**src/rtl/trng_controller.sv**
```systemverilog
// trng_controller: sequencer for a ring-oscillator TRNG sampler. Enforces an
// oscillator warm-up, paces sampling, packs bits into words and health-tests them.
module trng_controller #(
  parameter int WORD_WIDTH    = 32,
  parameter int WARMUP_CYCLES = 256,
  parameter int SAMPLE_DIV    = 4,
  parameter int REP_LIMIT     = 16
) (
  input  logic                  iClk,
  input  logic                  iRstn,
  input  logic                  iStart,
  input  logic                  iClearFail,
  input  logic                  iRandomBit,
  input  logic                  iReady,
  output logic                  oEntropyEn,
  output logic                  oSampleEn,
  output logic [WORD_WIDTH-1:0] oData,
  output logic                  oValid,
  output logic                  oBusy,
  output logic                  oFail
);

  localparam int WC_W  = (WARMUP_CYCLES > 1) ? $clog2(WARMUP_CYCLES) : 1;
  localparam int DIV_W = $clog2(SAMPLE_DIV);
  localparam int BC_W  = $clog2(WORD_WIDTH);

  localparam logic [WC_W-1:0]  WARM_LAST = WC_W'(WARMUP_CYCLES - 1);
  localparam logic [DIV_W-1:0] DIV_LAST  = DIV_W'(SAMPLE_DIV - 1);
  localparam logic [BC_W-1:0]  BIT_LAST  = BC_W'(WORD_WIDTH - 1);
  localparam logic [7:0]       REP_MAX   = 8'(REP_LIMIT);

  typedef enum logic [2:0] {
    IDLE    = 3'd0,
    WARMUP  = 3'd1,
    COLLECT = 3'd2,
    HOLD    = 3'd3,
    FAIL    = 3'd4
  } state_t;

  typedef struct packed {
    logic [WC_W-1:0]       warm_cnt;
    logic [DIV_W-1:0]      div;
    logic [BC_W-1:0]       bit_cnt;
    logic [7:0]            run;
    logic                  prev;
    logic [WORD_WIDTH-1:0] shreg;
    logic [WORD_WIDTH-1:0] data;
    logic                  valid;
    logic                  active;   // oscillator enable; also the busy flag
    logic                  sample;
    logic                  capture;  // sampler bit is valid this cycle
    logic                  fail;
  } regs_t;

  state_t state_q, state_d;
  regs_t  r_q, r_d;

  logic [7:0]            new_run;
  logic [WORD_WIDTH-1:0] new_word;

  always_ff @(posedge iClk or negedge iRstn) begin
    if (!iRstn) begin
      state_q <= IDLE;
    end else begin
      // NOTE: registers are always written with <= so every flop samples the
      // pre-edge values regardless of process ordering.
      state_q <= state_d;
    end
  end

  always_ff @(posedge iClk or negedge iRstn) begin
    if (!iRstn) begin
      r_q <= '0;
    end else begin
      r_q <= r_d;
    end
  end

  always_comb begin
    // NOTE: every comb output gets a default first so no path infers a latch.
    state_d   = state_q;
    r_d       = r_q;
    r_d.sample  = 1'b0;
    r_d.capture = 1'b0;

    if (r_q.run == 8'd0 || iRandomBit != r_q.prev) begin
      new_run = 8'd1;
    end else if (r_q.run == 8'hFF) begin
      new_run = r_q.run;
    end else begin
      new_run = r_q.run + 8'd1;
    end
    new_word = {r_q.shreg[WORD_WIDTH-2:0], iRandomBit};

    unique case (state_q)
      IDLE: begin
        if (iStart) begin
          state_d    = WARMUP;
          r_d.warm_cnt = '0;
          r_d.div      = '0;
          r_d.bit_cnt  = '0;
          r_d.run      = '0;
          r_d.shreg    = '0;
        end
      end

      WARMUP: begin
        if (!iStart) begin
          state_d = IDLE;
        end else if (r_q.warm_cnt == WARM_LAST) begin
          state_d = COLLECT;
          r_d.div = '0;
        end else begin
          r_d.warm_cnt = r_q.warm_cnt + 1'b1;
        end
      end

      COLLECT: begin
        if (!iStart) begin
          // Abandon the partial word; an outstanding capture dies with it.
          state_d     = IDLE;
          r_d.shreg   = '0;
          r_d.bit_cnt = '0;
        end else begin
          r_d.div     = (r_q.div == DIV_LAST) ? '0 : r_q.div + 1'b1;
          r_d.sample  = (r_q.div == DIV_LAST);
          r_d.capture = r_q.sample;
          if (r_q.capture) begin
            r_d.run  = new_run;
            r_d.prev = iRandomBit;
            // Health failure outranks word completion.
            if (new_run >= REP_MAX) begin
              state_d     = FAIL;
              r_d.sample  = 1'b0;
              r_d.capture = 1'b0;
              r_d.shreg   = '0;
              r_d.bit_cnt = '0;
              r_d.fail    = 1'b1;
            end else if (r_q.bit_cnt == BIT_LAST) begin
              state_d     = HOLD;
              r_d.data    = new_word;
              r_d.valid   = 1'b1;
              r_d.sample  = 1'b0;
              r_d.capture = 1'b0;
              r_d.shreg   = '0;
            end else begin
              r_d.shreg   = new_word;
              r_d.bit_cnt = r_q.bit_cnt + 1'b1;
            end
          end
        end
      end

      HOLD: begin
        if (iReady) begin
          r_d.valid   = 1'b0;
          r_d.bit_cnt = '0;
          r_d.div     = '0;
          state_d     = iStart ? COLLECT : IDLE;
        end
      end

      FAIL: begin
        if (iClearFail) begin
          state_d  = IDLE;
          r_d.fail = 1'b0;
        end
      end

      default: begin
        state_d = IDLE;
      end
    endcase

    r_d.active = (state_d == WARMUP) || (state_d == COLLECT) || (state_d == HOLD);
  end

  assign oEntropyEn = r_q.active;
  assign oBusy      = r_q.active;
  assign oSampleEn  = r_q.sample;
  assign oData      = r_q.data;
  assign oValid     = r_q.valid;
  assign oFail      = r_q.fail;

endmodule

```
**config.mk**
```make
export PLATFORM = sky130hd
export DESIGN_NAME = trng_controller
export DESIGN_NICKNAME = d
export VERILOG_FILES = /design/src/rtl/trng_controller.sv
export SDC_FILE = /design/constraint.sdc
export NUM_CORES = 1
export LEC_CHECK = 0
export CORE_MARGIN = 2
export CORE_UTILIZATION = 35
export DETAILED_ROUTE_END_ITERATION = 8
export PLACE_DENSITY_LB_ADDON = 0.2
export SKIP_LAST_GASP = 1
export SYNTH_ARGS = -nofsm -noshare
export SYNTH_HDL_FRONTEND = slang
export SYNTH_SLANG_ARGS = --single-unit
```
**constraint.sdc**
```tcl
create_clock -name iClk -period 2 [get_ports iClk]
set_input_delay 0.4 -clock iClk [delete_from_list [all_inputs] [get_ports iClk]]
set_output_delay 0.4 -clock iClk [all_outputs]
set_load 0.05 [all_outputs]
```
After elaboration in Yosys (flattened, before gate mapping)
Index checks and enable logic that the tools add are counted.
{"block": "classes", "n_mux": 47, "bitwise_logic": 1, "reduce_logical": 20, "addsub": 4, "n_lt_le_gt_ge": 1, "n_eq_ne": 25}
{"operator": "$mux W79", "count": 1}
{"operator": "$mux W33", "count": 2}
{"operator": "$mux W32", "count": 2}
{"operator": "$mux W31", "count": 2}
{"operator": "$pmux W31 S2", "count": 1}
{"operator": "$mux W3", "count": 11}
{"operator": "$pmux W8 S2", "count": 2}
{"operator": "$mux W8", "count": 3}
{"operator": "$mux W23", "count": 1}
{"operator": "$ne A2 B2 Y1 const B", "count": 11}
{"operator": "$add A8 B1 Y8 const B", "count": 2}
{"operator": "$eq A8 B8 Y1 const B", "count": 2}
{"operator": "$mux W5", "count": 3}
{"operator": "$pmux W3 S5", "count": 1}
{"operator": "$pmux W5 S3", "count": 1}
{"operator": "$reduce_and A5 Y1", "count": 3}
{"operator": "$mux W2", "count": 7}
{"operator": "$eq A3 B2 Y1 const B", "count": 4}
{"operator": "$reduce_and A6 Y1", "count": 2}
{"operator": "$mux W10", "count": 1}
{"operator": "$mux W9", "count": 1}
{"operator": "$ge A8 B5 Y1 const B", "count": 1}
{"operator": "$logic_not A8 Y1", "count": 1}
{"operator": "$pmux W2 S4", "count": 1}
{"operator": "20 further kinds", "count": 32}
{"block": "totals", "input_bits": 6, "out_inout_bits": 37, "elab_cells": 111, "reg_bits": 95}

Logic depth before layout (Yosys ltp)
Gate-level depths: netlist of the first run.
{"block": "logic_depth", "ltp_word": 11, "mapped_depth": 8, "depth_no_buf": 8}

Worst setup path before layout of the first run
No wires, ideal clock.
{"block": "synth_path", "kind": "flip-flop to flip-flop", "from": "register r_q[78] (netlist name)", "to": "register r_q, in the netlist oData[0]", "arrival_time_ns": 2.010, "n_path_buf": 1, "path_stages_with_launch": 9, "required_time_ns": 1.875, "setup_ns": 0.125, "slack_ns": -0.135, "synth_period_minus_slack_ns": 2.135, "cell_sequence": "dfrtp_1 -> ha_1 -> and3_1 -> ha_1 -> a21o_1 -> nand2_1 -> a211oi_4 -> buf_6 -> mux2_4"}
{"block": "synth_between", "elab_chain_len": 2}
{"element": "start, declared", "line_no": "56", "text": "regs_t r_q, r_d;"}
{"element": "start signal, assigned", "line_no": "75", "text": "r_q <= r_d;"}
{"element": "$eq A5 B5 Y1", "line_no": "139", "text": "end else if (r_q.bit_cnt == BIT_LAST) begin"}
{"element": "$reduce_and A5 Y1 (no source line)"}
No other way between the ends.
A chain may end at the register's enable or synchronous reset.

Final worst setup path of the first run
{"block": "layout_path", "from": "register r_q[78] (netlist name)", "to": "register r_q, in the netlist oData[25]"}
The elaborated chain is that of the path after synthesis.

==> results of run 1 <==
==> cells by family after synthesis <==
kind of cell / Yosys count / synth area share [%]
XOR/XNOR: 6 / 1.336
AO/OA/AOI/OAI: 82 / 14.03
multiplexers: 35 / 10.41
flip-flops: 95 / 52.88
buffers and inverters: 58 / 9.073
AND/OR/NAND/NOR: 82 / 10.60
adder cells (fa/ha/maj): 6 / 1.670
==> how the worst max path moves through the flow <==
stage	startpoint	slack (ns)	to	depth (start not counted)
after floorplan	r_q[77]	-0.01	oData[0]	6
after detailed placement	iStart	-0.33	oData[12]	6
after CTS	r_q[78]	-0.14	oBusy	9
final	r_q[78]	-0.11	oData[25]	9
after global routing	r_q[78]	-0.19	oData[21]	9
after global placement	iStart	-0.31	oData[12]	6
==> what timing repair did <==
item / 4_1_cts / 5_1_grt
gates resized for setup: 8 / 25
endpoints found under the setup margin: 37 / 64
buffers inserted: 2 / 6
pin swaps: 1 / 7
gates cloned: 0 / 3
==> state kept, by name, indices dropped and copies added, names as in the netlist <==
name	count
new_word	31
r_q	25
oSampleEn	1
oFail	1
oValid	1
oData	32
oBusy	1
state_q	3
==> cell usage in the layout, fill, tap and decap left out, types with 3 or more instances in the layout <==
cell type	synthesis	layout
sky130_fd_sc_hd__buf_4	33	62
sky130_fd_sc_hd__clkbuf_16	0	11
sky130_fd_sc_hd__clkdlybuf4s50_1	0	38
sky130_fd_sc_hd__nor3_1	5	4
sky130_fd_sc_hd__ha_1	6	3
sky130_fd_sc_hd__mux2_2	5	3
sky130_fd_sc_hd__buf_12	0	6
sky130_fd_sc_hd__buf_6	8	4
sky130_fd_sc_hd__or3_1	4	4
sky130_fd_sc_hd__nand3_1	9	9
sky130_fd_sc_hd__nor2_1	18	17
sky130_fd_sc_hd__a21o_1	3	3
sky130_fd_sc_hd__a41oi_2	1	4
sky130_fd_sc_hd__nor4bb_1	3	3
sky130_fd_sc_hd__a21oi_1	12	12
sky130_fd_sc_hd__xnor2_1	4	4
sky130_fd_sc_hd__nand4_1	4	4
sky130_fd_sc_hd__and3_1	5	4
sky130_fd_sc_hd__inv_1	4	3
sky130_fd_sc_hd__nand2_1	16	15
sky130_fd_sc_hd__a22o_1	33	33
sky130_fd_sc_hd__o21ai_0	12	8
sky130_fd_sc_hd__o21ai_1	1	3
sky130_fd_sc_hd__mux2_4	20	30
sky130_fd_sc_hd__dfrtp_1	95	93
==> power by group <==
part	total, mW	switching (mW)	internal (mW)	leakage, nW
clock network	1.62	0.745	0.877	0.132
logic	0.302	0.172	0.129	1.21
registers	1.96	0.0159	1.94	1.32
total	3.88	0.933	2.95	2.66
==> cell type report <==
type	instances	area [um^2]	share of cell area (%)
Clock buffer	11	242.7	4.177
Clock inverter	4	30.03	0.5168
Tap cell	172	215.2	3.704
Timing Repair Buffer	114	1079	18.56
Sequential cell	95	2380	40.96
Multi-Input combinational cell	211	1849	31.83
Inverter	4	15.01	0.2584
==> metal layers <==
metal | track usage, % | vias to the layer above
met5 | 0 | -
met4 | 4.292 | 0
met3 | 4.767 | 9
met2 | 20.98 | 55
met1 | 18.74 | 1509
li1 | - | 1437
==> stage by stage <==
step	area (um^2)	TNS, ns	cells	setup WS [ns]
final	5811	-2.641	611	-0.1148
after global routing	5811	-5.094	611	-0.1918
after CTS	5618	-1.466	602	-0.1446
after detailed placement	5285	-19.35	585	-0.3266
after global placement	5285	-19.02	585	-0.3077
after floorplan	4534	-0.2379	364	-0.01190
==> results, run 1 <==
- Subtracting the final worst setup slack from the clock period gives 2.115 ns.
- After layout, the worst setup slack is -0.1148 ns.
- The count of hold buffers inserted by post-cts repair is 0.
- For the pin with the worst max-slew slack, the measured transition is 0.5798 ns.
- Buffers inserted during clock tree synthesis total 9.
- The worst register-to-register path has a setup slack of -0.11 ns.
- The type of the tightest min-delay check is in -> async.
- The total area inside the core boundary comes to 12,570 um^2.
- The clock net in this run drives a total of 95 sinks.
- The via-per-instance ratio is 4.926.
- The width of the die is 117.3 um.
- The checks that failed: negative setup slack.
- The effective utilization at floorplan is 35.77%.
- The H-tree was split into 3 levels.
- Summed over all cells, the static leakage comes to 2.665 nW.
- The total count of max-transition violations in the final report is 0.
- The HPWL after detailed placement is 5968 um.
- Setup violations remaining at the end of the flow were counted as 29.
- The worst reg2reg path depth is 9.
- Counting every instance in the synthesized netlist gives 364.
- The initial antenna violation count came to 0.
- The fraction of the core area covered by cells at the end of the flow is 46.23%.
- Setup repair after global routing could not meet its margin everywhere.
- The most used flip-flop cell after synthesis is sky130_fd_sc_hd__dfrtp_1.
- At the end of routability-driven placement, the weighted congestion stood at 0.8019.
- The Yosys step of the flow raised 0 warnings.
- STA classifies the critical path startpoint as a flop.
- The worst pin sits at a relative slew slack of 61.34%.
- The type of the worst setup path is reg -> reg.
- The per-instance average area after synthesis is 12.35 um^2.
- The register bit count reported by yosys is 95.
- The cell area that synthesis handed to floorplanning was 4496 um^2.
- The cell at the slowest stage of the critical path is sky130_fd_sc_hd__dfrtp_1.
- The routed design has 9152 um of wire.
- The number of distinct library cells after synthesis is 57.
- The total congestion overflow after global routing is 0.
- The maximum vdd drop is 0.3764 mV.
- The number of inserted diodes is 0.
- For this run, asynchronously set or reset flops after synthesis account for 100.0%.
- The top fanout value on the critical path is 8.
- The post-route fraction of the period consumed by the critical path is 105.7%.
- The count of buffering cells on the critical path with inverters included is 2.
- Counting flops with a built-in enable in the synthesized netlist gives 0.
- By area the synthesized netlist is led by sky130_fd_sc_hd__dfrtp_1 53%, sky130_fd_sc_hd__mux2_4 6.7%, sky130_fd_sc_hd__a22o_1 6.4%.
- After detailed routing, the number of remaining DRC violations is 0.
- The detailed-routed wire length on met2 is 4247 um.
- In this run, the number of DRC markers left after iteration 0 of detailed routing was 215.
- The library cell with the highest instance count after synthesis is sky130_fd_sc_hd__dfrtp_1.
- The top-level port count is 43.
- The global-route wire length before repair is 15,320 um.
- The post-CTS clock slew at the launch and capture registers of the worst setup and hold paths is 0.07 ns.
- The fraction of final layout cells sized beyond drive strength 1 is 35.31%.
- The quantity of I/O buffers inserted on ports is 42.
- The completed layout was analyzed and its total power is 3.881 mW.
- For this run, the register share of the synthesized area comes to 52.88%.
- The floorplan step defined a die boundary enclosing 13,770 um^2.
- The global-route usage over all layers is 13.85%.
- The total routed wire length on the met1 layer is 4435 um.
- Max-cap violations in this run came to 0.
- In this run the vertical extent of the chip is 117.3 um.
- The via count is 3,010.
- The power density over the cells is 668.0 nW/um^2.
- The number of buffers on the longest clock path is 2.
- The endpoint identified for the worst register-to-register timing path is oData[25].
- The final-report hold violation count is 0.
- In the final routed layout, each cell accounts on average for 14.98 um.
- The root buffer cell chosen for the clock tree is sky130_fd_sc_hd__clkbuf_16.
- For the worst setup path, the data arrival time is 2.35 ns.
- The cell class contributing the biggest share of worst-path delay is compound AO/OA/AOI/OAI gates.
- The highest metal layer carrying signal wires in the routed design is met4.
- The via count of the first global-routing pass is 2,979.
- The pin count of the biggest net entering global routing is 44.
- The floorplan row count is 41.
- The number of iterations in the first detailed-routing pass is 4.
- For this run, the post-layout net count is 447.
- In this run the critical register-to-register path is launched from r_q[78].
- The maximum frequency from static timing analysis is 0.4728 GHz.
- In the detailed route, the total length drawn on met3 is 355 um.
- The count of fill cells added during filler insertion is 1,159.
- The area fraction of the dominant cell type after synthesis is 52.88%.
- By count the netlist is led by 95 x sky130_fd_sc_hd__dfrtp_1, 33 x sky130_fd_sc_hd__a22o_1, 33 x sky130_fd_sc_hd__buf_4, 20 x sky130_fd_sc_hd__mux2_4, 18 x sky130_fd_sc_hd__nor2_1.
- The hold slack is 0.03952 ns.
- The number of antenna-violating nets in the routed design is 0.
- The clock tree from TritonCTS is yes.
- The clock arrives with 0.008152 ns of skew.
- The critical path required time is 2.24 ns.
- Walking the worst path, the cells encountered are ha_2, and3_4, ha_4, a21o_1, nand2_2, a211oi_4, buf_6, clkbuf_16, mux2_4.
- On the worst path, the slowest cell contributes a delay of 0.36 ns.
- The run finished, with violations left.
- STA classifies the critical path endpoint as a flop.
- Compared with the post-synthesis result, the final layout area differs by 29.25%.
- The insertion delay of the later-clocked pin in the worst-skew pair is 0.35 ns.
- The cell type with the largest total area after synthesis is sky130_fd_sc_hd__dfrtp_1.
- The net count after synthesis is 376.
(Power assumes the default switching activity.)
==> inputs of run 2 (changes only) <==
--- a/config.mk
+++ b/config.mk
@@ -7,6 +7,7 @@
 export LEC_CHECK = 0
 export CORE_MARGIN = 2
 export CORE_UTILIZATION = 35
+export CTS_CLUSTER_SIZE = 10
 export DETAILED_ROUTE_END_ITERATION = 8
 export PLACE_DENSITY_LB_ADDON = 0.2
 export SKIP_LAST_GASP = 1
==> results of run 2 <==
No change in the layout: final DEF, timing and power equal those of run 1.
==> inputs of run 3 (changes only) <==
--- a/config.mk
+++ b/config.mk
@@ -10,7 +10,9 @@
 export CTS_CLUSTER_SIZE = 10
 export DETAILED_ROUTE_END_ITERATION = 8
 export PLACE_DENSITY_LB_ADDON = 0.2
+export REMOVE_ABC_BUFFERS = 1
 export SKIP_LAST_GASP = 1
+export SLEW_MARGIN = 20
 export SYNTH_ARGS = -nofsm -noshare
 export SYNTH_HDL_FRONTEND = slang
 export SYNTH_SLANG_ARGS = --single-unit
==> results, run 3 (synthesis gave the netlist of run 1 again) <==
- The run finished, with violations left.
- The final reports fail on negative setup slack.
- The critical path required time is 2.23 ns.
- Among all stages on the critical path, the largest delay is contributed by sky130_fd_sc_hd__dfrtp_1.
- The post-route fraction of the period consumed by the critical path is 110.7%.
- The clock group share of total power is 46.8%.
- Per report_power, the combinational group accounts for 7.1% of the total.
- The total internal power is 3.301 mW.
- The cell leakage power is 2.731 nW.
- The summed negative setup slack over all endpoints is -5.626 ns.
- The number of antenna-violating nets in the routed design is 0.
- For this run, the top clock speed supported by timing is 0.4515 GHz.
- The shortest period the worst path allows is 2.215 ns.
- The first TritonRoute pass finished after 4 iterations.
- The remaining max-slew budget at the tightest pin is 65.71%.
- The top fanout value on the critical path is 7.
- The area of all placed cells without fillers is 6098 um^2.
- In this run the most critical hold path is launched from oFail.
- The fraction of power spent switching nets is 22.25%.
- The library cells used most frequently in the layout, excluding fill and tap cells, are 92 x sky130_fd_sc_hd__dfrtp_1, 55 x sky130_fd_sc_hd__buf_4, 41 x sky130_fd_sc_hd__clkdlybuf4s50_1.
- The first global-routing pass estimated 16,090 um of wire.
- OpenSTA, run right after detailed placement, puts the worst setup slack at -0.3772 ns.
- For the final database, setup skew stands at 0.005027 ns.
- The type of the worst setup path is reg -> reg.
- Across all setup checks in the final design, the least slack found is -0.2146 ns.
- The clock passes through at most 2 buffers.
- The most common cell after layout, fill and taps aside is sky130_fd_sc_hd__dfrtp_1.
- The cell at the root of the clock tree is sky130_fd_sc_hd__clkbuf_16.
- The number of sinks handled by clock tree synthesis is 95.
- The repair_antennas step left the layout with diodes totalling 0.
- The register with the most flip-flops in the layout has 32 of them.
- After detailed routing, the number of remaining DRC violations is 0.
- Compared with the post-synthesis result, the final layout area differs by 35.65%.
- Summed over all nets, the half-perimeter wirelength after detailed placement is 5748 um.
- For this design the top-level I/O count stands at 43.
- The total setup violations reported at the end of the flow is 51.
- TritonCTS built the clock tree.
- The startpoint identified for the worst register-to-register timing path is r_q[79].
- The type of the tightest min-delay check is reg -> reg.
- The global-route usage over all layers is 14.28%.
- Fill cells in the final layout number 1,138.
- The post-CTS clock slew at the launch and capture registers of the worst setup and hold paths is 0.07 ns.
- The via count of the first global-routing pass is 3,185.
- The power density over the cells is 696.1 nW/um^2.
- The initial antenna violation count is 0.
- The pin count of the biggest net entering global routing is 35.
- For this run, the share of the core covered by cells in the final layout is 48.52%.
- The total power after layout is 4.245 mW.
- After the first detailed-routing iteration, the DRC count stood at 144.
- The final-report hold violation count is 0.
- The global placer's final weighted congestion is 0.7877.
- The quantity of I/O buffers inserted on ports is 42.
- The signal on the critical path passes through ha_2, and3_4, ha_4, a21o_1, nand2_2, a211oi_4, buf_12, buf_12, buf_12, mux2_4.
- The width of the die is 117.3 um.
- For this run the aggregate overflow at the end of global routing stands at 0.
- The later pin in the worst-skew pair is clocked with a latency of 0.34 ns.
- In the final routed layout, each cell accounts on average for 16.07 um.
- The number of buffers and inverters on the critical path is 3.
- The critical path starts at r_q[79].
- The net switching power is 0.9446 mW.
- The die is 117.3 um tall.
- For this configuration, the core starts out at a cell density of 35.77%.
- Across all hold checks on the routed design, the worst slack comes to 0.4827 ns.
- The total count of max-transition violations in the final report was 0.
- The maximum vdd drop is 0.4640 mV.
- The cell count after placement is 576.
- The cell area reported after detailed placement is 5192 um^2.
- Per report_power, the sequential group accounts for 46.1% of the total.
- The most numerous cell type found on the critical path is sky130_fd_sc_hd__buf_12.
- The deepest level of the CTS H-tree is 3.
- The core region is 12,570 um^2.
- The nature of the critical path startpoint is a flop.
- Across the run, the number of max-cap violations was 0.
- The kind of cell with the highest combined delay along the critical path is compound AO/OA/AOI/OAI gates.
- Cells with a size suffix above 1 make up 36.85% of the layout.
- The full die area is 13,770 um^2.
- The routed layout has 3,052 vias.
- At the end of the flow, the number of nets in the layout was 452.
- For this run, the slowest stage of the critical path takes 0.38 ns.
- Setup repair after global routing could not meet its margin everywhere.
- The number of cells in the finished layout apart from fillers is 617.
- At the worst endpoint, the arrival time is 2.44 ns.
- Using the TritonRoute via totals, the vias-per-cell ratio works out to 4.947.
- For the pin with the worst max-slew slack, the measured transition is 0.5127 ns.
- The number of buffers created by CTS is 9.
- For this block, the routed nets add up to 9914 um of wire.
- The floorplan row count is 41.
- The category of the worst setup path capture point is a flop.
## run 3: cell type report
cell class | count | area (um^2) | share of cell area, %
flip-flops and latches | 95 | 2381 | 39.04
clock inverters | 6 | 116.4 | 1.908
well taps | 172 | 215.2 | 3.529
inverters | 4 | 17.52 | 0.2872
multi-input cells | 211 | 1907 | 31.27
repair buffers | 119 | 1232 | 20.21
clock buffers | 10 | 229.0 | 3.755
## run 3: tightest hold or removal path, delay by kind of cell, from the launching register on
| kind | cells | cell delay, ns |
|---|---|---|
| AND/OR/NAND/NOR | 1 | 0.05 |
| AO/OA/AOI/OAI | 1 | 0.06 |
| flip-flops | 1 | 0.35 |
## run 3: final timing paths
check | end | slack (ns) | cells past startpoint
setup / recovery | oData[21] | -0.21 | 10
hold / removal | oFail | 0.48 | 2
setup reg to reg | oData[21] | -0.21 | 10
hold reg to reg | oFail | 0.48 | 2
max in group asynchronous | r_q[74] | 0.91 | 3
min in group asynchronous | oData[10] | 0.50 | 2
## run 3: power groups by stage
stage               combinational [mW]  sequential (mW)  clock [mW]
floorplan                       0.0931             2.02           0
global placement                 0.288             1.99           0
detailed placement               0.290             1.99           0
CTS                              0.294             1.96        2.03
global route                     0.335             1.96        2.14
finish                           0.302             1.96        1.99
## run 3: repair_timing
| action | 4_1_cts | 5_1_grt |
|---|---|---|
| buffers inserted | 12 | 8 |
| pin swaps | 7 | 11 |
| endpoints found under the setup margin | 71 | 81 |
| hold endpoints to repair | 21 | 0 |
| hold buffers | 1 | 0 |
| cloned | 5 | 2 |
| gates resized for setup | 22 | 36 |
## run 3: per-layer routing
layer | up-vias | global-route usage (%) | wire (um) | share of wire (%)
met5 | - | 0 | 0 | 0
met4 | 0 | 3.840 | 97 | 0.98
met3 | 10 | 2.821 | 312 | 3.1
met2 | 43 | 21.71 | 4761 | 48
met1 | 1552 | 20.85 | 4743 | 48
li1 | 1447 | - | - | -
